## src/rtl/viterbi_pkg.sv

```systemverilog
// Shared helpers and sizing for the parametrised rate-1/2 hard-decision Viterbi decoder.
// Helper functions work on fixed wide vectors so that any legal K / PM_W fits.
package viterbi_pkg;

  localparam int S_W = 8;
  localparam int M_W = 16;

  function automatic int ns_of(input int k);
    return 1 << (k - 1);
  endfunction

  function automatic int pm_init_of(input int w);
    return 1 << (w - 2);
  endfunction

  function automatic int pm_half_of(input int w);
    return 1 << (w - 1);
  endfunction

  // Values for the default configuration (K=3, PM_W=6)
  localparam int NS      = ns_of(3);
  localparam int PM_INIT = pm_init_of(6);
  localparam int PM_HALF = pm_half_of(6);

  // Expected {c0,c1} for shift vector s = {u_t .. u_(t-K+1)}
  function automatic logic [1:0] exp_sym(input logic [S_W-1:0] s,
                                         input logic [S_W-1:0] g0,
                                         input logic [S_W-1:0] g1);
    return {^(s & g0), ^(s & g1)};
  endfunction

  function automatic logic [1:0] hamming2(input logic [1:0] a, input logic [1:0] b);
    logic [1:0] d;
    d = a ^ b;
    return {1'b0, d[1]} + {1'b0, d[0]};
  endfunction

  function automatic logic [M_W-1:0] sat_add(input logic [M_W-1:0] a,
                                             input logic [1:0]     b,
                                             input logic [M_W-1:0] max_v);
    logic [M_W:0] sum;
    sum = {1'b0, a} + {{(M_W - 1){1'b0}}, b};
    if (sum > {1'b0, max_v}) begin
      return max_v;
    end else begin
      return sum[M_W-1:0];
    end
  endfunction

endpackage

```

## src/rtl/viterbi_if.sv

```systemverilog
// Symbol-in / decoded-bit-out bundle between demodulator, decoder and data sink.
interface viterbi_if #(parameter int PM_W = 6);
  logic            sync_clr;
  logic            in_valid;
  logic [1:0]      in;
  logic            o;
  logic            enable;
  logic [PM_W-1:0] best_pm;

  modport master (output sync_clr, in_valid, in, input o, enable, best_pm);
  modport slave  (input sync_clr, in_valid, in, output o, enable, best_pm);
endinterface

```

## src/rtl/viterbi_acs.sv

```systemverilog
// One add-compare-select node: picks the cheaper of two predecessors and extends its survivor.
module viterbi_acs
  import viterbi_pkg::*;
#(
  parameter int PM_W     = 6,
  parameter int TB_DEPTH = 15
) (
  input  logic [PM_W-1:0]     pm0_i,
  input  logic [PM_W-1:0]     pm1_i,
  input  logic [1:0]          bm0_i,
  input  logic [1:0]          bm1_i,
  input  logic [TB_DEPTH-2:0] path0_i,
  input  logic [TB_DEPTH-2:0] path1_i,
  input  logic                u_i,
  output logic [PM_W-1:0]     pm_o,
  output logic [TB_DEPTH-1:0] path_o
);

  localparam logic [M_W-1:0] PM_MAX = M_W'((1 << PM_W) - 1);

  logic [PM_W-1:0] cand0_s;
  logic [PM_W-1:0] cand1_s;

  // Saturating candidates; a tie keeps predecessor b = 0
  always_comb begin
    cand0_s = PM_W'(sat_add(M_W'(pm0_i), bm0_i, PM_MAX));
    cand1_s = PM_W'(sat_add(M_W'(pm1_i), bm1_i, PM_MAX));
    if (cand1_s < cand0_s) begin
      pm_o   = cand1_s;
      path_o = {path1_i, u_i};
    end else begin
      pm_o   = cand0_s;
      path_o = {path0_i, u_i};
    end
  end

endmodule

```

## src/rtl/viterbi_decoder_param.sv

```systemverilog
// Parametrised hard-decision Viterbi decoder: full-parallel ACS, register-exchange survivors,
// metric normalisation and a best-path metric for link-quality monitoring.
module viterbi_decoder_param
  import viterbi_pkg::*;
#(
  parameter int           K        = 3,
  parameter logic [K-1:0] G0       = 3'b111,
  parameter logic [K-1:0] G1       = 3'b101,
  parameter int           TB_DEPTH = 15,
  parameter int           PM_W     = 6
) (
  input  logic    clk,
  input  logic    reset,
  viterbi_if.slave bus
);

  localparam int                NS_L      = ns_of(K);
  localparam int                SEL_W     = K - 1;
  localparam logic [PM_W-1:0]   PM_INIT_V = PM_W'(pm_init_of(PM_W));
  localparam logic [PM_W-1:0]   PM_HALF_V = PM_W'(pm_half_of(PM_W));
  localparam int                FILL_W    = $clog2(TB_DEPTH + 1);
  localparam logic [FILL_W-1:0] FILL_MAX  = FILL_W'(TB_DEPTH);

  // The survivor MSB is only ever needed for the output bit, which is taken
  // straight from the next-state paths, so the stored paths drop it.
  logic [PM_W-1:0]     pm_q    [NS_L];
  logic [TB_DEPTH-2:0] path_q  [NS_L];
  logic [PM_W-1:0]     pm_d    [NS_L];
  logic [PM_W-1:0]     pm_n_s  [NS_L];
  logic [TB_DEPTH-1:0] path_d  [NS_L];
  logic [1:0]          bm0_s   [NS_L];
  logic [1:0]          bm1_s   [NS_L];
  logic [FILL_W-1:0]   fill_q, fill_d;
  logic                o_q, o_d, enable_q, en_d, norm_s;
  logic [PM_W-1:0]     best_pm_q, best_pm_d, min_s;
  logic [SEL_W-1:0]    best_s;

  for (genvar n = 0; n < NS_L; n++) begin : g_node
    localparam int             P0 = (2 * n) % NS_L;
    localparam int             P1 = P0 + 1;
    localparam logic [S_W-1:0] S0 = S_W'(2 * n);
    localparam logic [S_W-1:0] S1 = S_W'(2 * n + 1);
    localparam logic           U  = 1'(n >> (K - 2));

    assign bm0_s[n] = hamming2(bus.in, exp_sym(S0, S_W'(G0), S_W'(G1)));
    assign bm1_s[n] = hamming2(bus.in, exp_sym(S1, S_W'(G0), S_W'(G1)));

    viterbi_acs #(.PM_W(PM_W), .TB_DEPTH(TB_DEPTH)) u_acs (
      .pm0_i   (pm_q[P0]),
      .pm1_i   (pm_q[P1]),
      .bm0_i   (bm0_s[n]),
      .bm1_i   (bm1_s[n]),
      .path0_i (path_q[P0]),
      .path1_i (path_q[P1]),
      .u_i     (U),
      .pm_o    (pm_d[n]),
      .path_o  (path_d[n])
    );
  end

  // Minimum metric and its lowest-index state
  always_comb begin
    min_s  = pm_d[0];
    best_s = {SEL_W{1'b0}};
    for (int i = 1; i < NS_L; i++) begin
      best_s = (pm_d[i] < min_s) ? SEL_W'(i) : best_s;
      min_s  = (pm_d[i] < min_s) ? pm_d[i] : min_s;
    end
  end

  // Normalisation, fill count and output next-state
  always_comb begin
    norm_s = (min_s >= PM_HALF_V);
    for (int i = 0; i < NS_L; i++) begin
      pm_n_s[i] = norm_s ? (pm_d[i] - PM_HALF_V) : pm_d[i];
    end
    best_pm_d = norm_s ? (min_s - PM_HALF_V) : min_s;
    o_d       = path_d[best_s][TB_DEPTH-1];
    fill_d    = (fill_q == FILL_MAX) ? fill_q : (fill_q + FILL_W'(1));
    en_d      = (fill_q >= (FILL_MAX - FILL_W'(1)));
  end

  // Metric/survivor state and registered outputs
  always_ff @(posedge clk or negedge reset) begin
    if (!reset) begin
      for (int i = 0; i < NS_L; i++) begin
        pm_q[i]   <= (i == 0) ? {PM_W{1'b0}} : PM_INIT_V;
        path_q[i] <= {(TB_DEPTH - 1){1'b0}};
      end
      fill_q    <= {FILL_W{1'b0}};
      o_q       <= 1'b0;
      enable_q  <= 1'b0;
      best_pm_q <= {PM_W{1'b0}};
    end else if (bus.sync_clr) begin
      for (int i = 0; i < NS_L; i++) begin
        pm_q[i]   <= (i == 0) ? {PM_W{1'b0}} : PM_INIT_V;
        path_q[i] <= {(TB_DEPTH - 1){1'b0}};
      end
      fill_q    <= {FILL_W{1'b0}};
      o_q       <= 1'b0;
      enable_q  <= 1'b0;
      best_pm_q <= {PM_W{1'b0}};
    end else if (bus.in_valid) begin
      for (int i = 0; i < NS_L; i++) begin
        pm_q[i]   <= pm_n_s[i];
        path_q[i] <= path_d[i][TB_DEPTH-2:0];
      end
      fill_q    <= fill_d;
      o_q       <= o_d;
      enable_q  <= en_d;
      best_pm_q <= best_pm_d;
    end else begin
      enable_q  <= 1'b0;
    end
  end

  assign bus.o       = o_q;
  assign bus.enable  = enable_q;
  assign bus.best_pm = best_pm_q;

endmodule
```

## src/flat_wrapper.sv

```systemverilog
// flat-port wrapper written by rule: the top's interface ports become plain ports
module viterbi_decoder_param_flat import viterbi_pkg::*;
#(
  parameter int           K        = 3,
  parameter logic [K-1:0] G0       = 3'b111,
  parameter logic [K-1:0] G1       = 3'b101,
  parameter int           TB_DEPTH = 15,
  parameter int           PM_W     = 6
)
  (clk, reset, bus_sync_clr, bus_in_valid, bus_in, bus_o, bus_enable, bus_best_pm);
  viterbi_if #(.PM_W(PM_W)) bus_i ();
  input  logic clk;
  input  logic reset;
  input wire logic [$bits(bus_i.sync_clr)-1:0] bus_sync_clr;
  input wire logic [$bits(bus_i.in_valid)-1:0] bus_in_valid;
  input wire logic [$bits(bus_i.in)-1:0] bus_in;
  output wire logic [$bits(bus_i.o)-1:0] bus_o;
  output wire logic [$bits(bus_i.enable)-1:0] bus_enable;
  output wire logic [$bits(bus_i.best_pm)-1:0] bus_best_pm;
  assign bus_i.sync_clr = bus_sync_clr;
  assign bus_i.in_valid = bus_in_valid;
  assign bus_i.in = bus_in;
  assign bus_o = bus_i.o;
  assign bus_enable = bus_i.enable;
  assign bus_best_pm = bus_i.best_pm;
  viterbi_decoder_param #(.K(K), .G0(G0), .G1(G1), .TB_DEPTH(TB_DEPTH), .PM_W(PM_W)) u_core (.clk(clk), .reset(reset), .bus(bus_i));
endmodule
```

## config.mk

```make
export PLATFORM = sky130hd
export DESIGN_NAME = viterbi_decoder_param_flat
export DESIGN_NICKNAME = d
export VERILOG_FILES = /design/src/rtl/viterbi_pkg.sv /design/src/rtl/viterbi_if.sv /design/src/rtl/viterbi_acs.sv /design/src/rtl/viterbi_decoder_param.sv /design/src/flat_wrapper.sv
export SDC_FILE = /design/constraint.sdc
export NUM_CORES = 1
export LEC_CHECK = 0
export CORE_ASPECT_RATIO = 2
export CORE_MARGIN = 2
export CORE_UTILIZATION = 45
export CTS_CLUSTER_SIZE = 8
export DETAILED_ROUTE_END_ITERATION = 16
export PLACE_DENSITY = 0.66
export SYNTH_ARGS = -nofsm -noshare
export SYNTH_HDL_FRONTEND = slang
export SYNTH_SLANG_ARGS = --single-unit
```

## constraint.sdc

```tcl
create_clock -name clk -period 10.7 [get_ports clk]
set_clock_uncertainty 0.1 [all_clocks]
set_input_delay 2.14 -clock clk [delete_from_list [all_inputs] [get_ports clk]]
set_output_delay 2.14 -clock clk [all_outputs]
set_load 0.01 [all_outputs]
```

==> results of run 1 <==
-- worst min path at each step --
stage / to / slack (ns) / cells past startpoint
3_3_place_gp: u_core.path_q[0]$_DFFE_PN0P_ / 0.38 / 2
3_5_place_dp: u_core.path_q[0]$_DFFE_PN0P_ / 0.39 / 2
5_1_grt: u_core.path_q[0]$_DFFE_PN0P_ / 0.42 / 2
4_1_cts: u_core.path_q[0]$_DFFE_PN0P_ / 0.40 / 2
6_report: u_core.path_q[0]$_DFFE_PN0P_ / 0.40 / 2
2_1_floorplan: u_core.path_q[0]$_DFFE_PN0P_ / 0.37 / 2
-- layer usage --
metal / share of wire, % / wire length [um] / track usage, % / vias to the layer above
met1: 36 / 6890 / 23.9 / 2952
met4: 5.9 / 1120 / 13.4 / 0
met5: 0 / 0 / 0 / -
li1: - / - / - / 2997
met2: 55 / 10500 / 44.0 / 120
met3: 2.4 / 457 / 2.64 / 63
-- critical path: cells and delay by family --
family          cells  cell delay [ns]
compound gates     16             2.83
fa+ha+maj           6             1.53
buf+inv             6             0.97
simple gates        9             2.15
xor+xnor            1             0.18
mux                 2             0.63
-- area by class of cell --
cell class / instances / area [um2] / area share (%)
timing repair buffer: 73 / 571 / 7.20
sequential: 86 / 2160 / 27.2
inverter: 39 / 146 / 1.85
multi-input combinational: 627 / 4510 / 56.9
clock buffer: 11 / 253 / 3.19
clock inverter: 5 / 42.5 / 0.537
tap: 198 / 248 / 3.12
-- layout by cell type (no fill, tap or decap), types with 4 or more instances in the layout --
cell / n
o31ai_1: 12
o21bai_1: 5
nor4_1: 5
mux2i_1: 86
nand3_1: 19
nand2_1: 39
clkdlybuf4s50_1: 10
buf_4: 62
nor2b_1: 9
nor3_1: 8
nand2b_1: 12
clkbuf_16: 9
a21o_1: 11
ha_1: 47
o211ai_1: 6
a21oi_1: 43
a211oi_1: 50
nand4_1: 7
o21ai_0: 36
mux2_2: 8
or2_2: 4
o21a_1: 4
xor2_1: 11
a21oi_2: 8
inv_1: 37
dfrtp_1: 83
nor2_1: 124
-- state kept, by name, indices dropped and copies added (netlist names) --
register,flops
u_core.path_q,50
u_core.pm_q,24
u_core.bus.o,1
u_core.bus.enable,1
u_core.bus.best_pm,6
u_core.fill_q,4
-- stage by stage --
step | hold WS, ns | std cells | setup WS [ns] | instance area, um2
2_1_floorplan | 0.366 | 800 | 0.578 | 6940
3_3_place_gp | 0.380 | 1020 | 0.0875 | 7530
3_5_place_dp | 0.388 | 1020 | -0.0472 | 7530
4_1_cts | 0.403 | 1036 | 0.250 | 7830
5_1_grt | 0.422 | 1039 | -0.0228 | 7930
6_report | 0.399 | 1039 | 0.463 | 7930
-- kinds of logic after synthesis --
kind of cell / synth area share, %
flops: 31.1
mux: 14.3
buf+inv: 5.23
simple gates: 16.9
compound gates: 22.0
xor+xnor: 1.51
fa+ha+maj: 9.01
-- what timing repair did --
item | CTS | global route
buffers inserted | 0 | 2
resized for setup | 0 | 18
setup endpoints to repair | 0 | 10
==> key figures, run 1 <==
Setup path
  – Crit path capture: u_core.bus.best_pm[1]$_DFFE_PN0P_
  – R2r setup slk: 2.61 ns
  – Crit path from: bus_in[0]
  – Max stage delay on crit path: 0.66 ns
  – Setup CP Type: input pin to flop
  – Critical path's slowest cell: or4b_2
  – Required time of the critical path: 10.86 ns
  – Startpoint types: input pin
  – CP Capture Type: flop
  – Worst R2R End: u_core.bus.best_pm[1]$_DFFE_PN0P_
  – Crit path max fanout: 5
  – Worst EP arrival: 10.39 ns
  – Cell mode on critical path: ha_1
  – RR Startpoint: u_core.pm_q[19]$_DFFE_PN0P_
  – R2R depth: 35

Cells and area
  – Fin util: 52.1%
  – Share of layout cells above drive strength 1: 16.3%
  – Fill count: 1469
  – Syn-to-layout area delta: 14.2%
  – Diodes inserted: 0
  – Final net count: 892

Floorplanning
  – Core area: 15200 um2
  – Die width: 91.8 um
  – Starting Density: 45.6%
  – DIE AREA: 16500 um2
  – Row cnt: 64
  – # IOs: 14
  – Die height: 180 um

Clock network
  – Clock Latency Late Sink: 0.35 ns
  – Clock sink count: 86
  – # hold bufs at CTS: 0
  – CTS buffer count: 9
  – H-tree depth: 3
  – Largest buffer count on any clock path: 2
  – CTS tree: built
  – Clock-pin transition on the worst setup and hold timing paths: 0.07 ns
  – CTS Root Cell: clkbuf_16

Worst hold path
  – Start point of the worst hold path: u_core.path_q[0]$_DFFE_PN0P_
  – Hold Path Class: flop to flop

Synth
  – Library cells used by synthesis: 76
  – Most frequent cells after synthesis: nor2_1, mux2i_1, dfrtp_1
  – Syn Std Cell Area: 6940 um2
  – Dominant cells by area after synthesis: dfrtp_1, mux2i_1, ha_1
  – Synthesized instance count: 800
  – Syn. warnings: 0
  – Syn Area/Cell: 8.68 um2
  – Asr flop ratio synth: 100%
  – Dominant synthesized flop cell: dfrtp_1
  – Sequential share of the synthesized area: 31.1%
  – Area leader, netlist: dfrtp_1
  – Register bit count reported by yosys: 86
  – Syn nets: 856
  – Post-synth top area share: 29.9%
  – Cell with the most instances after synthesis: nor2_1
  – EDFF count, synth: 0

Route
  – Drt first pass iters: 4
  – Initial DRC Count: 398
  – Vias per std cell: 5.90
  – Final WL: 19000 um
  – DR DRC count: 0
  – Via count: 6132
  – Wire length per cell: 18.3 um
  – Antenna Nets Post-Route: 0

Global route
  – Number of global-route vias before repair: 6060
  – Pin count of the biggest net entering global routing: 95
  – Tot GR Track Use: 23.2%
  – First-pass GRT wire length: 30200 um
  – Antenna violations before repair: 0
  – GRT Residual Overflow: 0

Timing
  – Tcrit/Tclk final: 95.7%
  – Max Slew Vio Count: 0
  – Setup violations, final: 0
  – Hold Fails Final Rpt: 0
  – FMAX: 97.7 MHz
  – Worst slew margin: 35.7%
  – Final TNS setup: 0 ns
  – Worst-Margin Slew: 0.964 ns
  – Minimum clock period: 10.24 ns

Placement
  – RePlAce Congestion: 0.936
  – Post-DP HPWL: 14200 um
  – Port Buf Inserts: 13

Status
  – Status: complete, no violations

Flow run
  – Max_cap viols: 0
Power of run 1 is not shown: default switching activity piles up to over one toggle a cycle in this logic, so the estimate is an artifact.
==> run 2: changes to the inputs <==
Clock period 10.7 ns to 9.55 ns, I/O delays scaled along.
==> run 2 against run 1 <==
Effect of this change:
- global-route usage increased by 1.9 points
- worst setup slack got worse by 0.15 ns
- critical path depth increased by 1
- core utilization increased by 6.8 points
- via count increased by 5.4%
- sequential cell count unchanged
- hold slack improved by 0.020 ns
- critical path type unchanged
- critical endpoint is now u_core.pm_q[23]$_DFFE_PN0P_
==> key figures, run 2 (synthesized netlist as in run 1, its figures left out) <==
Clock network
  – # hold bufs at CTS: 0 (unchanged)
  – CTS tree: built (unchanged)
  – CTS Root Cell: clkbuf_16 (unchanged)
  – H-tree depth: 3 (unchanged)
  – CTS buffer count: 9 (unchanged)
  – Clock Latency Late Sink: 0.35 ns (about the same)
  – Clock sink count: 86 (unchanged)
  – Clock-pin transition on the worst setup and hold timing paths: 0.06 ns (was 0.07 ns)
  – Largest buffer count on any clock path: 2 (unchanged)

Placement
  – RePlAce Congestion: 0.941 (was 0.936)
  – Port Buf Inserts: 13 (unchanged)
  – Cell area after placement: 8100 um2 (was 7530 um2)
  – Post-DP HPWL: 15400 um (was 14200 um)

Cells and area
  – Commonest non-fill, non-tap cell in the layout: buf_4 (was nor2_1)
  – Flip-flop count of the largest register after layout: 50 (unchanged)
  – Cell area after layout: 8960 um2 (was 7930 um2)
  – Fill count: 1337 (was 1469)
  – Most frequent cells in the layout: buf_4, nor2_1, mux2i_1, dfrtp_1, a211oi_1 (was nor2_1, mux2i_1, dfrtp_1, buf_4, a211oi_1)
  – Biggest register: u_core.path_q (unchanged)
  – Final net count: 977 (was 892)
  – Share of layout cells above drive strength 1: 28.4% (was 16.3%)
  – Diodes inserted: 0 (unchanged)
  – Syn-to-layout area delta: 29.0% (was 14.2%)

Setup path
  – Crit path max fanout: 5 (unchanged)
  – Required time of the critical path: 9.71 ns (was 10.86 ns)
  – Critical path's slowest cell: or4_4 (was or4b_2)
  – CP Capture Type: flop (unchanged)
  – Crit path capture: u_core.pm_q[23]$_DFFE_PN0P_ (was u_core.bus.best_pm[1]$_DFFE_PN0P_)
  – R2r setup slk: 1.79 ns (was 2.61 ns)
  – R2R depth: 36 (was 35)
  – RR Startpoint: u_core.pm_q[19]$_DFFE_PN0P_ (unchanged)
  – Startpoint types: input pin (unchanged)
  – Worst EP arrival: 9.39 ns (was 10.39 ns)
  – Max stage delay on crit path: 0.52 ns (was 0.66 ns)
  – Crit path from: bus_in[0] (unchanged)
  – Worst R2R End: u_core.pm_q[23]$_DFFE_PN0P_ (was u_core.bus.best_pm[1]$_DFFE_PN0P_)
  – Setup CP Type: input pin to flop (unchanged)

Timing
  – Worst slew margin: 34.5% (was 35.7%)
  – Minimum clock period: 9.23 ns
  – Tcrit/Tclk final: 96.7%
  – Setup violations, final: 0 (unchanged)
  – Worst-Margin Slew: 0.983 ns (was 0.964 ns)
  – FMAX: 108 MHz
  – Hold Fails Final Rpt: 0 (unchanged)
  – Max Slew Vio Count: 0 (unchanged)

Global route
  – Pin count of the biggest net entering global routing: 105 (was 95)
  – Number of global-route vias before repair: 6723 (was 6060)
  – GRT Residual Overflow: 0 (unchanged)
  – Antenna violations before repair: 0 (unchanged)
  – Tot GR Track Use: 25.1% (was 23.2%)
  – First-pass GRT wire length: 32900 um (was 30200 um)

Route
  – Via count: 6464 (was 6132)
  – Initial DRC Count: 291 (was 398)
  – DR DRC count: 0 (unchanged)
  – Drt first pass iters: 4 (unchanged)
  – Vias per std cell: 5.75 (was 5.90)
  – Antenna Nets Post-Route: 0 (unchanged)
  – Wire length per cell: 18.3 um (about the same)
  – Final WL: 20600 um (was 19000 um)

Worst hold path
  – Hold Path Class: flop to flop (unchanged)

Floorplanning
  – Die width: 91.8 um (unchanged)
  – Die height: 180 um (unchanged)
  – DIE AREA: 16500 um2 (unchanged)
  – Core area: 15200 um2 (unchanged)
  – # IOs: 14 (unchanged)
  – Starting Density: 45.6% (unchanged)
  – Row cnt: 64 (unchanged)

Flow run
  – Max_cap viols: 0 (unchanged)

Status
  – Status: complete, no violations (unchanged)
run 2: how the worst min path moves through the flow:
stage	end	cells past startpoint	from	slack [ns]
floorplan	u_core.path_q[0]$_DFFE_PN0P_	2	u_core.path_q[0]$_DFFE_PN0P_	0.37
global placement	u_core.path_q[0]$_DFFE_PN0P_	2	u_core.path_q[0]$_DFFE_PN0P_	0.38
detailed placement	u_core.path_q[0]$_DFFE_PN0P_	2	u_core.path_q[0]$_DFFE_PN0P_	0.40
CTS	u_core.path_q[0]$_DFFE_PN0P_	2	u_core.path_q[0]$_DFFE_PN0P_	0.41
global route	u_core.path_q[0]$_DFFE_PN0P_	2	u_core.path_q[0]$_DFFE_PN0P_	0.43
finish	u_core.path_q[0]$_DFFE_PN0P_	2	u_core.path_q[0]$_DFFE_PN0P_	0.42
run 2: worst max-delay path: cells and delay by family:
kind            cells  cell delay (ns)
simple gates       11             2.12
mux                 2             0.53
compound gates     12             2.11
xor+xnor            1             0.19
buf+inv             9             1.02
fa+ha+maj           6             1.51
run 2: metrics by stage:
stage | std cells | worst slack, ns | hold slack (ns) | setup TNS (ns) | utilization [%]
after floorplan | 800 | 0.00640 | 0.366 | 0 | -
after global placement | 1086 | -0.563 | 0.382 | -5.12 | 53.2
after detailed placement | 1086 | -0.825 | 0.399 | -7.77 | 53.2
after CTS | 1114 | 0.00224 | 0.413 | 0 | 57.2
after global routing | 1124 | -0.0697 | 0.434 | -0.272 | 58.9
final | 1124 | 0.317 | 0.419 | 0 | 58.9
run 2: what timing repair did:
action | CTS | global route
hold endpoints to repair | 0 | 0
endpoints found under the setup margin | 10 | 10
cloned | 1 | 0
resized for setup | 34 | 35
buffers inserted | 11 | 10
pin swaps | 18 | 22
run 2: metal layers:
layer | up-vias | routed length (um) | track usage [%]
met1 | 3130 | 7690 | 25.8
met4 | 0 | 1130 | 14.6
met5 | - | 0 | 0
met3 | 67 | 401 | 2.31
met2 | 105 | 11400 | 48.0
li1 | 3162 | - | -
run 2: layout make-up:
| class | instances | area, um2 | share of cell area (%) |
|---|---|---|---|
| clock buffer | 10 | 229 | 2.56 |
| clock inverter | 6 | 134 | 1.49 |
| inverter | 39 | 146 | 1.63 |
| multi-input combinational | 627 | 4820 | 53.8 |
| sequential | 86 | 2160 | 24.1 |
| tap | 198 | 248 | 2.77 |
| timing repair buffer | 158 | 1220 | 13.7 |
Power of run 2 is left out for the same reason.
==> run 3: changes to the inputs <==
Settings changed: MAX_ROUTING_LAYER set to met4.
==> run 3 against run 2 <==
Effect of this change:
- first-iteration DRC count down 26%
- design area down 1.4%
- via count down 0.29%
- final cell count up 0.53%
- global-route usage up 1.0 points
- critical path depth unchanged
- die area unchanged
- sequential share of layout area up 0.33 points
- core utilization down 0.80 points
- critical endpoint is now u_core.bus.o$_DFFE_PN0P_
- highest routed layer unchanged
==> key figures, run 3 (synthesized netlist as in run 1, its figures left out) <==
Placement
  – Pre-CTS setup slack: -0.959 ns (was -0.825 ns)
  – Post-DP HPWL: 15400 um (about the same)
  – Cell area after placement: 8150 um2 (was 8100 um2)
  – RePlAce Congestion: 1.00 (was 0.941)
  – Port Buf Inserts: 13 (unchanged)

Setup path
  – Buf/Inv on CP: 10 (was 9)
  – Worst EP arrival: 9.35 ns (was 9.39 ns)
  – Crit path max fanout: 6 (was 5)
  – Critical path's slowest cell: or4_4 (unchanged)
  – Max stage delay on crit path: 0.52 ns (about the same)
  – Required time of the critical path: 9.70 ns (was 9.71 ns)
  – Startpoint types: input pin (unchanged)
  – Delay-heaviest family, CP: compound AO/OA/AOI/OAI gates (was simple AND/OR/NAND/NOR gates)
  – Setup CP Type: input pin to flop (unchanged)
  – CP Capture Type: flop (unchanged)

Cells and area
  – Most frequent cells in the layout: buf_4, nor2_1, mux2i_1, dfrtp_1, a211oi_1 (unchanged)
  – Commonest non-fill, non-tap cell in the layout: buf_4 (unchanged)
  – Cell area after layout: 8830 um2 (was 8960 um2)
  – Share of layout cells above drive strength 1: 27.4% (was 28.4%)
  – Final net count: 983 (was 977)
  – Diodes inserted: 0 (unchanged)
  – Flip-flop count of the largest register after layout: 50 (unchanged)
  – Fill count: 1403 (was 1337)
  – Syn-to-layout area delta: 27.2% (was 29.0%)
  – Biggest register: u_core.path_q (unchanged)

Global route
  – Number of global-route vias before repair: 6643 (was 6723)
  – Tot GR Track Use: 26.2% (was 25.1%)
  – Pin count of the biggest net entering global routing: 107 (was 105)
  – First-pass GRT wire length: 33700 um (was 32900 um)
  – GRT Residual Overflow: 0 (unchanged)
  – Antenna violations before repair: 0 (unchanged)

Floorplanning
  – Starting Density: 45.6% (unchanged)
  – DIE AREA: 16500 um2 (unchanged)
  – # IOs: 14 (unchanged)
  – Core area: 15200 um2 (unchanged)
  – Die height: 180 um (unchanged)
  – Die width: 91.8 um (unchanged)
  – Row cnt: 64 (unchanged)

Clock network
  – # hold bufs at CTS: 0 (unchanged)
  – Clock Latency Late Sink: 0.33 ns (was 0.35 ns)
  – Largest buffer count on any clock path: 2 (unchanged)
  – CTS tree: built (unchanged)
  – Clock sink count: 86 (unchanged)
  – Clock-pin transition on the worst setup and hold timing paths: 0.07 ns (was 0.06 ns)
  – CTS Root Cell: clkbuf_16 (unchanged)
  – CTS buffer count: 9 (unchanged)
  – H-tree depth: 3 (unchanged)

Timing
  – Minimum clock period: 9.20 ns (was 9.23 ns)
  – Setup violations, final: 0 (unchanged)
  – Hold Fails Final Rpt: 0 (unchanged)
  – Max Slew Vio Count: 0 (unchanged)
  – Worst slew margin: 32.5% (was 34.5%)
  – Worst Setup Slack, final: 0.349 ns (was 0.317 ns)
  – FMAX: 109 MHz (was 108 MHz)
  – Worst-Margin Slew: 1.01 ns (was 0.983 ns)
  – Tcrit/Tclk final: 96.3% (was 96.7%)

Route
  – Final WL: 20500 um (was 20600 um)
  – Drt first pass iters: 5 (was 4)
  – DR DRC count: 0 (unchanged)
  – Vias per std cell: 5.70 (was 5.75)
  – Antenna Nets Post-Route: 0 (unchanged)
  – Via count: 6445 (was 6464)
  – Initial DRC Count: 216 (was 291)
  – Wire length per cell: 18.2 um (was 18.3 um)

Flow run
  – Max_cap viols: 0 (unchanged)

Worst hold path
  – Hold Path Class: flop to flop (unchanged)

Status
  – Status: complete, no violations (unchanged)
run 3: layout make-up:
type	count	area (um2)	area share [%]
multi-input cells	627	4740	53.6
flip-flops and latches	86	2160	24.4
repair buffers	164	1250	14.2
well taps	198	248	2.80
clock buffers	12	246	2.79
inverters	39	146	1.66
clock inverters	4	47.5	0.538
run 3: stage by stage:
stage,util [%],hold slack [ns],cells,setup TNS (ns)
after CTS,57.3,0.420,1125,0
after global routing,58.1,0.432,1130,-0.0243
after global placement,53.6,0.384,1093,-7.44
final,58.1,0.422,1130,0
after detailed placement,53.6,0.406,1093,-9.04
after floorplan,-,0.366,800,0
run 3: final timing paths:
check	depth (start not counted)	slack [ns]	start	endpoint
worst max register to register	37	1.82	u_core.pm_q[13]$_DFFE_PN0P_	u_core.bus.o$_DFFE_PN0P_
worst min-delay path	2	0.42	u_core.path_q[0]$_DFFE_PN0P_	u_core.path_q[0]$_DFFE_PN0P_
worst max-delay path	41	0.35	bus_in[1]	u_core.bus.o$_DFFE_PN0P_
max in group asynchronous	2	6.88	reset	u_core.path_q[45]$_DFFE_PN0P_
worst min register to register	2	0.42	u_core.path_q[0]$_DFFE_PN0P_	u_core.path_q[0]$_DFFE_PN0P_
min in group asynchronous	1	1.40	reset	u_core.fill_q[0]$_DFFE_PN0P_
run 3: repair_timing:
action                     CTS  global route
gates cloned                 1             0
resized for setup           30            23
setup endpoints to repair   10            10
setup buffers               15             5
pin swaps                   19            13
run 3: worst register-to-register path: cells and delay by family (launching register included):
| kind | cells | cell delay, ns |
|---|---|---|
| compound gates | 11 | 2.17 |
| xor+xnor | 1 | 0.17 |
| fa+ha+maj | 5 | 1.14 |
| buf+inv | 7 | 0.75 |
| flops | 1 | 0.60 |
| mux | 3 | 0.77 |
| simple gates | 10 | 1.97 |
run 3: layer usage:
metal,GRT usage (%),share of wire [%]
met5,-,0
met4,10.6,4.1
met3,1.80,1.8
met2,50.0,57
met1,27.1,37
Power of run 3 is left out for the same reason.
